### config.mk
export PLATFORM = sky130hd
export DESIGN_NAME = id_stage_fwd
export DESIGN_NICKNAME = d
export VERILOG_FILES = /design/src/rtl/id_stage_fwd.sv
export SDC_FILE = /design/constraint.sdc
export NUM_CORES = 1
export LEC_CHECK = 0
export CAP_MARGIN = 20
export CORE_MARGIN = 1.5
export CORE_UTILIZATION = 38
export CTS_BUF_LIST = sky130_fd_sc_hd__clkbuf_4 sky130_fd_sc_hd__clkbuf_8
export DETAILED_ROUTE_END_ITERATION = 7
export PLACE_DENSITY = 0.89
export SLEW_MARGIN = 20
export SYNTH_ARGS = -nofsm -noshare
export SYNTH_HDL_FRONTEND = slang
export SYNTH_SLANG_ARGS = --single-unit
### constraint.sdc
create_clock -name clk -period 1.92 [get_ports clk]
set_input_delay 0.192 -clock clk [delete_from_list [all_inputs] [get_ports clk]]
set_output_delay 0.192 -clock clk [all_outputs]
set_load 0.05 [all_outputs]
### src/rtl/id_stage_fwd.sv
`default_nettype none
// ============================================================================
//  Module   : id_stage_fwd
//  Purpose  : Registered MIPS decode stage with multi-source operand
//             forwarding, load-use stall detection and ID/EX stall/flush.
//  Revision : 1.0 - initial release
// ============================================================================
module id_stage_fwd #(
    parameter int DATA_W = 32,
    parameter int REG_AW = 5,
    parameter int NFWD   = 2,
    parameter int AOP_W  = 8,
    parameter int ASEL_W = 3
) (
    input  logic                     clk,
    input  logic                     rst,
    input  logic                     inst_valid_i,
    input  logic [31:0]              inst_i,
    input  logic [DATA_W-1:0]        reg1_data_i,
    input  logic [DATA_W-1:0]        reg2_data_i,
    input  logic [NFWD-1:0]          fwd_wreg_i,
    input  logic [NFWD*REG_AW-1:0]   fwd_wd_i,
    input  logic [NFWD*DATA_W-1:0]   fwd_wdata_i,
    input  logic                     ex_load_i,
    input  logic [REG_AW-1:0]        ex_wd_i,
    input  logic                     stall_i,
    input  logic                     flush_i,
    output logic                     reg1_read_o,
    output logic                     reg2_read_o,
    output logic [REG_AW-1:0]        reg1_addr_o,
    output logic [REG_AW-1:0]        reg2_addr_o,
    output logic                     stall_req_o,
    output logic                     valid_o,
    output logic [AOP_W-1:0]         aluop_o,
    output logic [ASEL_W-1:0]        alusel_o,
    output logic [DATA_W-1:0]        reg1_o,
    output logic [DATA_W-1:0]        reg2_o,
    output logic [REG_AW-1:0]        wd_o,
    output logic                     wreg_o
);

    localparam logic [5:0] c_OP_SPECIAL = 6'h00;
    localparam logic [5:0] c_OP_ANDI    = 6'h0C;
    localparam logic [5:0] c_OP_ORI     = 6'h0D;
    localparam logic [5:0] c_OP_XORI    = 6'h0E;
    localparam logic [5:0] c_OP_LUI     = 6'h0F;
    localparam logic [5:0] c_OP_LW      = 6'h23;

    localparam logic [AOP_W-1:0]  c_AOP_AND  = AOP_W'(8'h24);
    localparam logic [AOP_W-1:0]  c_AOP_OR   = AOP_W'(8'h25);
    localparam logic [AOP_W-1:0]  c_AOP_XOR  = AOP_W'(8'h26);
    localparam logic [AOP_W-1:0]  c_AOP_SLL  = AOP_W'(8'h7C);
    localparam logic [AOP_W-1:0]  c_AOP_LW   = AOP_W'(8'hE3);
    localparam logic [ASEL_W-1:0] c_SEL_LOGIC = ASEL_W'(3'd1);
    localparam logic [ASEL_W-1:0] c_SEL_SHIFT = ASEL_W'(3'd2);
    localparam logic [ASEL_W-1:0] c_SEL_LOAD  = ASEL_W'(3'd7);

    logic [5:0]  w_op;
    logic [4:0]  w_rs;
    logic [4:0]  w_rt;
    logic [4:0]  w_rd;
    logic [4:0]  w_shamt;
    logic [5:0]  w_funct;
    logic [15:0] w_imm;

    assign w_op    = inst_i[31:26];
    assign w_rs    = inst_i[25:21];
    assign w_rt    = inst_i[20:16];
    assign w_rd    = inst_i[15:11];
    assign w_shamt = inst_i[10:6];
    assign w_funct = inst_i[5:0];
    assign w_imm   = inst_i[15:0];

    logic              w_rd1_en;
    logic              w_rd2_en;
    logic [AOP_W-1:0]  w_aluop;
    logic [ASEL_W-1:0] w_alusel;
    logic [REG_AW-1:0] w_wd;
    logic              w_wreg;
    logic [DATA_W-1:0] w_k1;
    logic [DATA_W-1:0] w_k2;

    always_comb begin
        w_rd1_en = 1'b0;
        w_rd2_en = 1'b0;
        w_aluop  = '0;
        w_alusel = '0;
        w_wd     = '0;
        w_wreg   = 1'b0;
        w_k1     = '0;
        w_k2     = '0;
        case (w_op)
            c_OP_ANDI, c_OP_ORI, c_OP_XORI: begin
                w_rd1_en = 1'b1;
                w_k2     = DATA_W'(w_imm);
                w_wd     = REG_AW'(w_rt);
                w_wreg   = 1'b1;
                w_alusel = c_SEL_LOGIC;
                w_aluop  = (w_op == c_OP_ANDI) ? c_AOP_AND :
                           (w_op == c_OP_ORI)  ? c_AOP_OR  : c_AOP_XOR;
            end
            c_OP_LUI: begin
                w_k2     = DATA_W'({w_imm, 16'h0000});
                w_wd     = REG_AW'(w_rt);
                w_wreg   = 1'b1;
                w_alusel = c_SEL_LOGIC;
                w_aluop  = c_AOP_OR;
            end
            c_OP_LW: begin
                w_rd1_en = 1'b1;
                w_k2     = DATA_W'($signed(w_imm));
                w_wd     = REG_AW'(w_rt);
                w_wreg   = 1'b1;
                w_alusel = c_SEL_LOAD;
                w_aluop  = c_AOP_LW;
            end
            c_OP_SPECIAL: begin
                // Register-register logic ops reuse funct directly as aluop
                if (w_shamt == 5'd0 && w_funct[5:2] == 4'b1001) begin
                    w_rd1_en = 1'b1;
                    w_rd2_en = 1'b1;
                    w_wd     = REG_AW'(w_rd);
                    w_wreg   = 1'b1;
                    w_alusel = c_SEL_LOGIC;
                    w_aluop  = AOP_W'(w_funct);
                end else if (w_rs == 5'd0 && (w_funct == 6'h00 || w_funct == 6'h02 ||
                                              w_funct == 6'h03)) begin
                    w_rd2_en = 1'b1;
                    w_k1     = DATA_W'(w_shamt);
                    w_wd     = REG_AW'(w_rd);
                    w_wreg   = 1'b1;
                    w_alusel = c_SEL_SHIFT;
                    w_aluop  = (w_funct == 6'h00) ? c_AOP_SLL : AOP_W'(w_funct);
                end
            end
            default: ;
        endcase
    end

    assign reg1_read_o = w_rd1_en;
    assign reg2_read_o = w_rd2_en;
    assign reg1_addr_o = REG_AW'(w_rs);
    assign reg2_addr_o = REG_AW'(w_rt);

    logic [DATA_W-1:0] w_op1;
    logic [DATA_W-1:0] w_op2;

    // Scan oldest to youngest so the lowest-index match is the one that sticks
    always_comb begin
        w_op1 = reg1_data_i;
        w_op2 = reg2_data_i;
        for (int k = NFWD - 1; k >= 0; k--) begin
            if (fwd_wreg_i[k] && fwd_wd_i[k*REG_AW +: REG_AW] == reg1_addr_o)
                w_op1 = fwd_wdata_i[k*DATA_W +: DATA_W];
            if (fwd_wreg_i[k] && fwd_wd_i[k*REG_AW +: REG_AW] == reg2_addr_o)
                w_op2 = fwd_wdata_i[k*DATA_W +: DATA_W];
        end
        if (!w_rd1_en)
            w_op1 = w_k1;
        else if (reg1_addr_o == '0)
            w_op1 = '0;
        if (!w_rd2_en)
            w_op2 = w_k2;
        else if (reg2_addr_o == '0)
            w_op2 = '0;
    end

    assign stall_req_o = inst_valid_i && ex_load_i && (ex_wd_i != '0) &&
                         ((w_rd1_en && reg1_addr_o == ex_wd_i) ||
                          (w_rd2_en && reg2_addr_o == ex_wd_i));

    always_ff @(posedge clk) begin
        if (rst || flush_i || (!stall_i && stall_req_o)) begin
            valid_o  <= 1'b0;
            aluop_o  <= '0;
            alusel_o <= '0;
            reg1_o   <= '0;
            reg2_o   <= '0;
            wd_o     <= '0;
            wreg_o   <= 1'b0;
        end else if (!stall_i) begin
            valid_o  <= inst_valid_i;
            aluop_o  <= w_aluop;
            alusel_o <= w_alusel;
            reg1_o   <= w_op1;
            reg2_o   <= w_op2;
            wd_o     <= w_wd;
            wreg_o   <= w_wreg && inst_valid_i;
        end
    end

endmodule
`default_nettype wire

==> flow_summary.toml <==
[cts]
root_buffer = "clkbuf_8"
clock_path_buffers = 2
cts_tree = "yes"
cts.sinks = 82
insertion_delay_ns = 0.35
cts_made_buffers = 9
cts_htree_levels = 3
cts.clk_slew.worst_paths_ns = 0.08

[route]
wire_per_inst_um = 20.9
via_per_inst = 5.52
drtIter0Drc = 436
drc = 0
drt_first_pass_iters = 5
drt_wl_total_um = 24700
postRouteAntennaNets = 0
vias = 6500

[timing]
rsz0062_at_grt = "yes"
tightest_slew_ns = 0.570
hold_violations = 0
drv_slew = 0
setup_violations = 84
fin_tns_setup_ns = -18.37
timing.final.crit_share_pct = 114
fmax_ghz = 0.455
period_needed_ns = 2.20
skew_ns = 0
layout_setup_ws_ns = -0.276
slew-limit-headroom_pct = 61.9

[layout]
fin_cells = 1178
layout_commonest_cell = "clkdlybuf4s50_1"
fin_nets = 1176
drive_above_1_share_pct = 26.9
final_cell_mix = "clkdlybuf4s50_1 (234), dfxtp_1 (82), buf_4 (82)"
synthToLayoutAreaGrowth_pct = 85.6
antenna_cells = 0
final_area_um2 = 10200

[critical_path]
reg2regPathDepth = 2
path_class = "primary input to output port"
crit_fanout = 3
path_cells = "buf_6 > or4_4 > a2111oi_4 > buf_4 > o21a_4 > a2bb2oi_4 > nor3b_4 > buf_12"
critPathCaptureType = "output port"
start_kind = "primary input"
slowest_delay_ns = 0.56
critPathRequiredTime_ns = 1.73
cp_slowest_cell = "or4_4"
cp.arrival_ns = 2.00

[logic_synthesis]
yosysUniqueCellTypes = 51
synth_top_area_share_pct = 30.0
synth_area_um2 = 5480
syn-instance-count = 643
async_flop_share_pct = 0
synth-edff-count = 0
yosysWarnings = 0
synth_nets = 826
synth_area_leaders = "dfxtp_1 (30%), mux2i_1 (12%), a211o_1 (9.1%)"
yosysTopAreaCell = "dfxtp_1"
ys_seq_elements = 82
avgSynthCellArea_um2 = 8.52
yosysSeqAreaShare_pct = 30.0
ys.flop_type = "dfxtp_1"

[grt]
grt-ovfl-total = 0
grt_pass1_wl_um = 35800
grt_pass1_vias = 6483
antenna_found_initial = 0
grt_util_all_layers_pct = 31.3
grt_max_degree = 65

[hold_path]
hold_path_depth = 4
hp-class = "primary input to register"

[die]
die_h_um = 123
initial_core_util_pct = 39.1
num_rows = 43
ios = 278
dieArea_um2 = 15100
die_w_um = 123
core-area_um2 = 14000

[power]
power_density_nw_per_um2 = 455
leakagePower_uw = 0.00387
peakVddDrop_mv = 0.307

[place]
io_buffer_count = 277
gp_congestion = 0.924
placed_area_um2 = 9200
dp_slack_ns = -0.780
dp.cells = 1130
hpwlAfterDp_um = 17100

[run_status]
violations = "setup timing"
status = "finished with violations"

[flow_run]
cap_violations = 0
[final timing paths]
| check | slack [ns] | endpoint | startpoint |
|---|---|---|---|
| hold / removal | 0.24 | aluop_o[0] | inst_i[26] |
| setup reg to reg | 1.01 | aluop_o[1] | aluop_o[1] |
| setup / recovery | -0.28 | stall_req_o | inst_i[3] |
| hold reg to reg | 0.48 | reg1_o[12] | reg1_o[12] |
[flip-flops by register name, summed over array words and instances, names as in the netlist]
| register | flops |
|---|---|
| wd_o | 5 |
| aluop_o | 8 |
| wreg_o | 1 |
| reg1_o | 32 |
| valid_o | 1 |
| reg2_o | 32 |
| alusel_o | 3 |
[synth_stat cells, types with 9 or more instances]
master	instances
a211o_1	57
a211oi_2	10
a21oi_1	84
a21oi_2	10
buf_2	9
buf_4	13
clkbuf_1	24
clkbuf_8	9
dfxtp_1	82
mux2i_1	64
nand2_1	37
nor2_1	77
nor2b_1	22
nor3_1	12
nor3b_1	17
xnor2_1	9
xor2_1	21
[layout make-up]
| class | instances | area (um2) |
|---|---|---|
| Timing Repair Buffer | 400 | 4290 |
| Fill cell | 1015 | 3820 |
| Multi-Input combinational cell | 497 | 3750 |
| Sequential cell | 82 | 1640 |
| Tap cell | 180 | 225 |
| Clock buffer | 12 | 153 |
| Clock inverter | 4 | 98.8 |
| Inverter | 3 | 11.3 |
[worst max-delay path: cells and delay by family]
family | cells | cell delay [ns]
buffers and inverters | 3 | 0.43
AOI/OAI and AO/OA | 3 | 0.60
and+or+nand+nor | 2 | 0.77
[stage by stage]
stage	util (%)	hold WS, ns	power, uW
floorplan	-	0.390	2230
global placement	65.7	0.464	2930
detailed placement	65.7	0.465	2950
CTS	72.0	0.202	4610
global route	72.7	0.260	4780
finish	72.7	0.241	4620
[power by group]
part	internal [uW]	total, uW	switching, uW
registers	1720	1730	11.1
logic	713	1310	598
clock network	932	1580	650
[kinds of logic (layout without fill, tap and decap cells)]
family,after synthesis,in the layout,synth area share [%]
simple gates,202,203,18.5
compound gates,200,200,26.9
flops,82,82,30.0
buf+inv,65,419,8.09
mux,64,64,11.7
xor+xnor,30,30,4.80
[metal layers]
metal	global-route usage [%]	vias up	share of wire [%]
met1	36.7	3036	39
met5	0	-	0
met4	11.5	0	3.8
met3	6.41	72	8.6
li1	-	3052	-
met2	56.2	340	49
[timing repair]
| action | in CTS | in global routing |
|---|---|---|
| pin swaps | 19 | 10 |
| endpoints found under the setup margin | 85 | 85 |
| gates resized for setup | 89 | 30 |
| cloned | 12 | 4 |
| hold buffers | 0 | 0 |
| buffers inserted | 19 | 2 |
Note: power is estimated with default switching activity, not from simulation.
